**config.mk**
```make
export PLATFORM = sky130hd
export DESIGN_NAME = ps2_host_tx
export DESIGN_NICKNAME = d
export VERILOG_FILES = /design/src/rtl/ps2_host_tx.sv
export SDC_FILE = /design/constraint.sdc
export NUM_CORES = 1
export LEC_CHECK = 0
export BUFFER_PORTS_ARGS = -buffer_cell sky130_fd_sc_hd__buf_2
export CORE_MARGIN = 4
export CORE_UTILIZATION = 55
export DETAILED_ROUTE_END_ITERATION = 10
export PLACE_DENSITY = 0.74
export SYNTH_ARGS = -nofsm -noshare
export SYNTH_HDL_FRONTEND = slang
export SYNTH_SLANG_ARGS = --single-unit
```
**constraint.sdc**
```tcl
create_clock -name clk -period 2.9 [get_ports clk]
set_input_delay 0.58 -clock clk [delete_from_list [all_inputs] [get_ports clk]]
set_output_delay 0.58 -clock clk [all_outputs]
set_load 0.05 [all_outputs]
```
**src/rtl/ps2_host_tx.sv**
```systemverilog
// PS/2 host-to-device transmitter: inhibits the bus, issues a start-bit request, then shifts
// a command byte out on device-generated clocks and checks the device's line-level ACK.
module ps2_host_tx #(
    parameter int CLOCK_FREQUENCY = 50000000,
    parameter int INHIBIT_CYCLES  = 6000,
    parameter int REQ_TIMEOUT     = 750000,
    parameter int BIT_TIMEOUT     = 10000
) (
    input  logic       clk,
    input  logic       iResetn,
    input  logic       iSend,
    input  logic [7:0] iData,
    output logic       oBusy,
    output logic       oDone,
    output logic       oError,
    input  logic       iPS2Clk,
    input  logic       iPS2Dat,
    output logic       oPS2ClkLow,
    output logic       oPS2DatLow
);

    if (CLOCK_FREQUENCY <= 0 || INHIBIT_CYCLES < 1 || REQ_TIMEOUT < 1 || BIT_TIMEOUT < 1 ||
        INHIBIT_CYCLES > 1048575 || REQ_TIMEOUT > 1048575 || BIT_TIMEOUT > 1048575) begin : g_param_check
        $error("ps2_host_tx: cycle counts must be positive and fit the 20-bit counter");
    end

    localparam logic [19:0] LP_INHIBIT_LAST = 20'(INHIBIT_CYCLES - 1);
    localparam logic [19:0] LP_REQ_LAST     = 20'(REQ_TIMEOUT - 1);
    localparam logic [19:0] LP_BIT_LAST     = 20'(BIT_TIMEOUT - 1);

    typedef enum logic [3:0] {
        S_IDLE,
        S_INHIBIT,
        S_REQ,
        S_RELEASE,
        S_SHIFT,
        S_ACK,
        S_WAITIDLE,
        S_DONE,
        S_ERR
    } state_t;

    state_t      r_state;
    state_t      w_next_state;
    logic        r_clk_meta;
    logic        r_clk_sync;
    logic        r_clk_prev;
    logic        r_dat_meta;
    logic        r_dat_sync;
    logic        w_fe;
    logic        w_fe_clear;
    logic        w_dat_low_next;
    logic [19:0] r_cnt;
    logic [3:0]  r_bitcnt;
    logic [9:0]  r_frame;
    logic        r_busy;
    logic        r_done;
    logic        r_error;
    logic        r_clk_low;
    logic        r_dat_low;

    // NOTE: synchronisers reset to the idle (high) line level so reset never fakes a falling edge.
    always_ff @(posedge clk or negedge iResetn) begin
        if (!iResetn) begin
            r_clk_meta <= 1'b1;
            r_clk_sync <= 1'b1;
            r_clk_prev <= 1'b1;
            r_dat_meta <= 1'b1;
            r_dat_sync <= 1'b1;
        end else begin
            r_clk_meta <= iPS2Clk;
            r_clk_sync <= r_clk_meta;
            r_clk_prev <= r_clk_sync;
            r_dat_meta <= iPS2Dat;
            r_dat_sync <= r_dat_meta;
        end
    end

    assign w_fe = r_clk_prev & ~r_clk_sync;
    // Our own CLK pull during INHIBIT also produces an edge; only device edges may restart cnt.
    assign w_fe_clear = w_fe && (r_state == S_RELEASE || r_state == S_SHIFT || r_state == S_ACK);

    always_ff @(posedge clk or negedge iResetn) begin
        if (!iResetn) begin
            r_state <= S_IDLE;
        end else begin
            r_state <= w_next_state;
        end
    end

    // NOTE: every variable of this block gets a default first, so no latch can be inferred.
    always_comb begin
        w_next_state = r_state;
        case (r_state)
            S_IDLE:     if (iSend) w_next_state = S_INHIBIT;
            S_INHIBIT:  if (r_cnt == LP_INHIBIT_LAST) w_next_state = S_REQ;
            S_REQ:      w_next_state = S_RELEASE;
            S_RELEASE: begin
                if (w_fe) w_next_state = S_SHIFT;
                else if (r_cnt == LP_REQ_LAST) w_next_state = S_ERR;
            end
            S_SHIFT: begin
                if (w_fe) begin
                    if (r_bitcnt == 4'd8) w_next_state = S_ACK;
                end else if (r_cnt == LP_BIT_LAST) begin
                    w_next_state = S_ERR;
                end
            end
            S_ACK: begin
                if (w_fe) w_next_state = r_dat_sync ? S_ERR : S_WAITIDLE;
                else if (r_cnt == LP_BIT_LAST) w_next_state = S_ERR;
            end
            S_WAITIDLE: begin
                if (r_clk_sync && r_dat_sync) w_next_state = S_DONE;
                else if (r_cnt == LP_BIT_LAST) w_next_state = S_ERR;
            end
            S_DONE:     w_next_state = S_IDLE;
            S_ERR:      w_next_state = S_IDLE;
            default:    w_next_state = S_IDLE;
        endcase

        w_dat_low_next = 1'b0;
        case (w_next_state)
            S_REQ, S_RELEASE: w_dat_low_next = 1'b1;
            S_SHIFT:          w_dat_low_next = w_fe ? ~r_frame[0] : r_dat_low;
            default:          w_dat_low_next = 1'b0;
        endcase
    end

    // NOTE: sequential state uses non-blocking assignments only, so every flop sees pre-edge values.
    always_ff @(posedge clk or negedge iResetn) begin
        if (!iResetn) begin
            r_cnt     <= '0;
            r_bitcnt  <= '0;
            r_frame   <= '0;
            r_busy    <= 1'b0;
            r_done    <= 1'b0;
            r_error   <= 1'b0;
            r_clk_low <= 1'b0;
            r_dat_low <= 1'b0;
        end else begin
            if (w_next_state != r_state || w_fe_clear) begin
                r_cnt <= '0;
            end else if (r_cnt != '1) begin
                r_cnt <= r_cnt + 20'd1;
            end

            // Frame is {stop, odd parity, data}; bit 0 is always the next bit to put on DAT.
            if (r_state == S_IDLE && iSend) begin
                r_frame <= {1'b1, ~^iData, iData};
            end else if (w_fe && (r_state == S_RELEASE || r_state == S_SHIFT)) begin
                r_frame <= {1'b0, r_frame[9:1]};
            end

            if (w_fe && r_state == S_RELEASE) begin
                r_bitcnt <= '0;
            end else if (w_fe && r_state == S_SHIFT) begin
                r_bitcnt <= r_bitcnt + 4'd1;
            end

            r_busy    <= (w_next_state != S_IDLE);
            r_done    <= (w_next_state == S_DONE);
            r_error   <= (w_next_state == S_ERR);
            r_clk_low <= (w_next_state == S_INHIBIT || w_next_state == S_REQ);
            r_dat_low <= w_dat_low_next;
        end
    end

    assign oBusy      = r_busy;
    assign oDone      = r_done;
    assign oError     = r_error;
    assign oPS2ClkLow = r_clk_low;
    assign oPS2DatLow = r_dat_low;

endmodule
```
### After elaboration in Yosys (flattened, before gate mapping)

Cells that the tools add are included.

| operators by class | value |
|---|---|
| add/sub/neg operators | 2 |
| multipliers | 0 |
| divide/modulo/power cells | 0 |
| $lt $le $gt $ge | 0 |
| equal/unequal tests | 19 |
| shift-type cells | 0 |
| multiplexer cells | 19 |
| bitwise operators | 3 |
| reduce and logical (&&, ||, !) cells | 17 |

Operator list:

| kind | number |
|---|---|
| two-way mux 4 bit | 12 |
| two-way mux 20 bit | 2 |
| case mux 4 bit (7 select lines) | 1 |
| adder 20 x 1 -> 20 bit (second input constant) | 1 |
| equality test 20 x 13 -> 1 bit (second input constant) | 1 |
| equality test 20 x 14 -> 1 bit (second input constant) | 1 |
| equality test 20 bit (second input constant) | 1 |
| equality test 4 x 3 -> 1 bit (second input constant) | 5 |
| two-way mux 10 bit | 2 |
| inequality test 20 bit (second input constant) | 1 |
| equality test 4 x 2 -> 1 bit (second input constant) | 4 |
| equality test 4 x 1 -> 1 bit (second input constant) | 2 |
| equality test 4 bit (second input constant) | 2 |
| XNOR reduction 8 bit | 1 |
| logical AND 1 bit | 6 |
| nonzero test 2 bit | 3 |
| adder 4 x 1 -> 4 bit (second input constant) | 1 |
| zero test 4 bit | 1 |
| logical OR 1 bit | 4 |
| inequality test 4 bit | 1 |
| nonzero test 4 bit | 1 |
| inequality test 2 bit (second input constant) | 1 |
| NOT 1 bit | 2 |
| case mux 1 bit (2 select lines) | 1 |
| 3 further kinds | 3 |

| word-level totals | value |
|---|---|
| register bits after elaboration | 48 |
| latch bits | 0 |
| bits in writable memories | 0 |
| ROM bits | 0 |
| input port bits | 13 |
| output and inout bits | 5 |
| logic and storage cells | 74 |
| memories kept | 0 |

### Logic depth before layout (Yosys ltp)

| logic depth | value |
|---|---|
| depth after elaboration | 7 |
| gate-level depth with buffers | 9 |
| mapped depth without buffers | 8 |

### Worst setup path after synthesis

Ideal clock, no wire load.

| timing | value |
|---|---|
| kind | flip-flop to flip-flop |
| start | reg r_cnt[4] |
| end | reg r_cnt[10] |
| arrival | 2394 ps |
| required time | 2771 ps |
| path slack | 377 ps |
| stages on the path, launching flop included | 8 |
| buffers on the path | 1 |
| clock period less this slack | 2523 ps |
| cell sequence | dfrtp_1 -> or3b_1 -> or4_4 -> a211oi_4 -> nand4bb_4 -> xor2_1 -> buf_2 -> nor3_2 |

| on the way | value |
|---|---|
| longest elaborated chain between the ends | 7 |
| elaborated cells between the ends (all ways) | 18 |
| those cells by class | 1 x add/sub; 5 x eq/ne; 10 x mux; 2 x reduce/logical |

RTL lines:

| item | RTL line | RTL |
|---|---|---|
| start: declaration | 53 | `logic [19:0] r_cnt;` |
| start signal: assignment | 145 | `r_cnt <= r_cnt + 20'd1;` |
| equality test 20 x 14 -> 1 bit or equality test 20 bit (tied branches) | n/a |  |
| two-way mux 4 bit (on tied branches) (2 in a row) | n/a |  |
| case mux 4 bit (7 select lines) * | 94 | `case (r_state)` |
| net w_next_state[0] | 44 | `state_t w_next_state;` |
| inequality test 4 bit * | 142 | `if (w_next_state != r_state \|\| w_fe_clear) begin` |
| logical OR 1 bit * | 142 |  |
| two-way mux 20 bit or nonzero test 2 bit (tied branches) | n/a |  |

Mark *: on every way through the listed nets, which the timed path passes. The rest lies on a longest branch. The select of a mux whose other input is x is not followed.
A chain may end at the register's enable or synchronous reset.

### Worst setup path in the final report

| timing | value |
|---|---|
| start | reg r_cnt[4] |
| end | reg r_cnt[2] |

Same word-level chain as after synthesis.

==> key figures <==
Routing
  – First-pass detailed-route iteration total: 5
  – Final wirelength: 6290 um
  – DRC: 0
  – Via density: 5.79
  – Routed vias: 2326
  – Routed Antenna Nets: 0
  – Per-cell routed wire length: 15.6 um
  – 1st-iter DRT viols: 209

Synthesis
  – Synth Net Count: 298
  – Ys async rst share: 1.00
  – Post-synthesis sequential area ratio: 0.434
  – Top_reg_cell synth: dfrtp_1
  – Synthesized cell area: 2790 um2
  – Yosys warning count: 0
  – Yosys cell types: 54
  – Post-synth EDFFs: 0
  – Mapped Cells: 282
  – Synthesized flop and latch total: 48
  – Syn Area/Cell: 9.88 um2

Clock tree
  – Skew-Pair Late Insertion Delay: 0.31 ns
  – CTS Hold Bufs: 0
  – Clock Tree Root: clkbuf_8
  – Total CTS buffers: 5
  – Clock Sinks: 48
  – CTS clk-pin slew, worst paths: 0.09 ns
  – Max clock buf depth: 2
  – CTS tree: yes
  – Clock H-tree levels: 2

STA
  – Worst Tran Pin Value: 0.991 ns
  – Worst Setup Slack, final: 0.186 ns
  – Final worst path period need: 2.71 ns
  – Clock skew: 0.00568 ns
  – Final Slew Violations: 0
  – Fmax: 368 MHz
  – RSZ-0062 raised after global routing: no
  – Period utilisation layout: 0.936
  – Setup TNS Final: 0 ns
  – Final setup viols: 0
  – Fin. Hold Viols: 0
  – Slew headroom: 0.339

Place
  – HPWL Detailed: 4430 um
  – I/O Buffers: 17
  – Placer Congestion: 0.936
  – Worst slack, placed: -0.253 ns

Worst setup path
  – Worst Path Max Fanout: 13
  – FF-to-FF setup slack: 0.19 ns
  – Crit path DAT: 2.94 ns
  – Required @ worst endpoint: 3.12 ns
  – Crit start category: flip-flop
  – Kind of end point of the critical path: flip-flop
  – Crit path kind: reg -> reg

Layout
  – Antenna Cells: 0
  – Number of filler instances in the final layout: 376
  – Layout cell share with drive strength beyond 1: 0.281
  – Area growth, synth to finish: 22.5%
  – Area of the multi-input gates: 1500 um2
  – Register area: 1210 um2
  – Nets: 350

GRT
  – Initial antenna violation count: 0
  – First-pass GRT wire length: 10600 um
  – Total GRT Usage: 0.216
  – GRT Residual Overflow: 0
  – Largest net degree at the start of global routing: 47
  – Vias in the first global route: 2155

Floorplanning
  – Initial core utilization: 0.578
  – Die area: 6270 um2
  – Num ports: 18
  – DIE WIDTH: 79.2 um
  – Core Region: 4820 um2
  – Die H: 79.2 um
  – Rows: 25

Worst hold path
  – Hold Crit Class: in -> reg

Pwr
  – Static leakage: 1.53 nW
  – Worst-case vdd ir drop: 0.000323 V
  – Pwr/cell area: 385 nW/um2
  – Total chip power: 1.31 mW

Job
  – Maxcap violations: 0

Outcome
  – Status: finished, final reports clean
[through the flow]
step                hold slack (ns)  utilization  cells  cell area, um2
floorplan                     0.284            -    282            2790
global placement              0.347        0.666    390            3210
detailed placement            0.349        0.666    390            3210
CTS                           0.362        0.697    398            3360
global route                  0.346        0.708    402            3410
finish                        0.362        0.708    402            3410
[registers in the layout (all words and copies together) (netlist names)]
name / flops
r_clk_sync: 1
r_clk_meta: 1
r_dat_sync: 1
r_clk_prev: 1
r_dat_meta: 1
r_state: 4
r_frame: 10
oError: 1
oPS2ClkLow: 1
oPS2DatLow: 1
r_bitcnt: 4
r_cnt: 20
oBusy: 1
oDone: 1
[cells in the final DEF, fill, tap and decap left out, drive strengths merged, types with 2 or more instances in the layout]
| cell | Yosys | layout |
|---|---|---|
| dfstp | 5 | 5 |
| or3 | 4 | 4 |
| mux2i | 12 | 12 |
| a211oi | 6 | 6 |
| dfrtp | 43 | 43 |
| nand2 | 30 | 30 |
| buf | 5 | 62 |
| nand3 | 10 | 10 |
| and3 | 6 | 6 |
| bufinv | 0 | 2 |
| nor3b | 2 | 2 |
| o2111ai | 4 | 4 |
| a21o | 4 | 4 |
| a21oi | 9 | 9 |
| a2111oi | 2 | 2 |
| xnor2 | 17 | 17 |
| nand4b | 3 | 3 |
| or4 | 4 | 4 |
| o211ai | 2 | 2 |
| nor4 | 5 | 5 |
| o21ai | 11 | 11 |
| nor2b | 5 | 5 |
| xor2 | 9 | 9 |
| nand4 | 5 | 5 |
| ha | 3 | 3 |
| nand4bb | 3 | 3 |
| or2 | 2 | 2 |
| nor3 | 22 | 22 |
| clkbuf | 12 | 5 |
| inv | 6 | 7 |
| nor2 | 16 | 16 |
[synth_stat cells, types with 2 or more instances]
library cell | count | area [um2]
dfstp_2 | 5 | 131
xnor2_1 | 17 | 149
a211oi_1 | 5 | 37.5
o2111ai_1 | 3 | 26.3
nand4bb_1 | 2 | 22.5
inv_1 | 6 | 22.5
clkbuf_1 | 12 | 45.0
or2_2 | 2 | 12.5
o21ai_0 | 11 | 55.1
mux2i_1 | 12 | 120
or4_1 | 3 | 22.5
nor4_1 | 3 | 18.8
nor3_2 | 10 | 100
nand4_1 | 5 | 31.3
a21oi_1 | 9 | 45.0
xor2_1 | 9 | 78.8
nor2_1 | 16 | 60.1
nand3_1 | 10 | 50.1
o211ai_1 | 2 | 15.0
ha_1 | 3 | 37.5
a21o_1 | 4 | 30.0
nor3_1 | 12 | 60.1
a2111oi_0 | 2 | 17.5
nand2_1 | 30 | 113
or3_1 | 4 | 25.0
nor2b_1 | 5 | 31.3
nor3b_1 | 2 | 15.0
and3_1 | 6 | 37.5
nand4b_1 | 3 | 26.3
buf_2 | 3 | 15.0
dfrtp_1 | 43 | 1080
[area by class of cell]
class | count | area share
Inverter | 6 | 0.00660
Clock inverter | 3 | 0.0202
Tap cell | 67 | 0.0246
Multi-Input combinational cell | 211 | 0.439
Clock buffer | 5 | 0.0202
Timing Repair Buffer | 62 | 0.135
Sequential cell | 48 | 0.354
[worst max-delay path, cell delays in order (launching register included)]
cell and delay [ns]:
dfrtp_1 0.38, or3b_1 0.41, or4_4 0.59, a211oi_4 0.32, nand4bb_4 0.18, xor2_4 0.22, buf_12 0.15, buf_12 0.13
nor4_4 0.24
[power by group]
part	total [mW]	switching (mW)	internal (mW)
sequential	0.677	0.00222	0.675
clock	0.588	0.241	0.347
combinational	0.0488	0.0282	0.0207
total	1.31	0.271	1.04
[logic make-up (layout without fill, tap and decap cells)]
family	after synthesis	in the layout	share of synthesized area
compound gates	47	47	0.124
xor+xnor	26	26	0.0818
fa+ha+maj	3	3	0.0135
buf+inv	23	76	0.0350
flops	48	48	0.434
mux	12	12	0.0431
simple gates	123	123	0.270
[layer usage]
layer  up-vias  wire (um)  global-route usage
met1      1108       2900               0.304
met5         -          0                   0
met2        79       2930               0.337
met4         0         69              0.0636
met3         9        388              0.0431
li1       1130          -                   -
[repair_timing]
action / CTS / global route
pin swaps: 0 / 1
resized for setup: 1 / 0
endpoints found under the setup margin: 20 / 3
setup buffers: 0 / 4
[worst paths after layout]
check | cells after the start | from | end
hold reg to reg | 0 | r_dat_meta$_DFF_PN1_ | r_dat_sync$_DFF_PN1_
setup reg to reg | 8 | r_cnt[4]$_DFFE_PN0P_ | r_cnt[2]$_DFFE_PN0P_
min in group asynchronous | 1 | iResetn | oDone$_DFF_PN0_
max in group asynchronous | 2 | iResetn | r_clk_prev$_DFF_PN1_
setup / recovery | 8 | r_cnt[4]$_DFFE_PN0P_ | r_cnt[2]$_DFFE_PN0P_
hold / removal | 1 | iPS2Dat | r_dat_meta$_DFF_PN1_
Note: power is estimated with default switching activity, not from simulation.
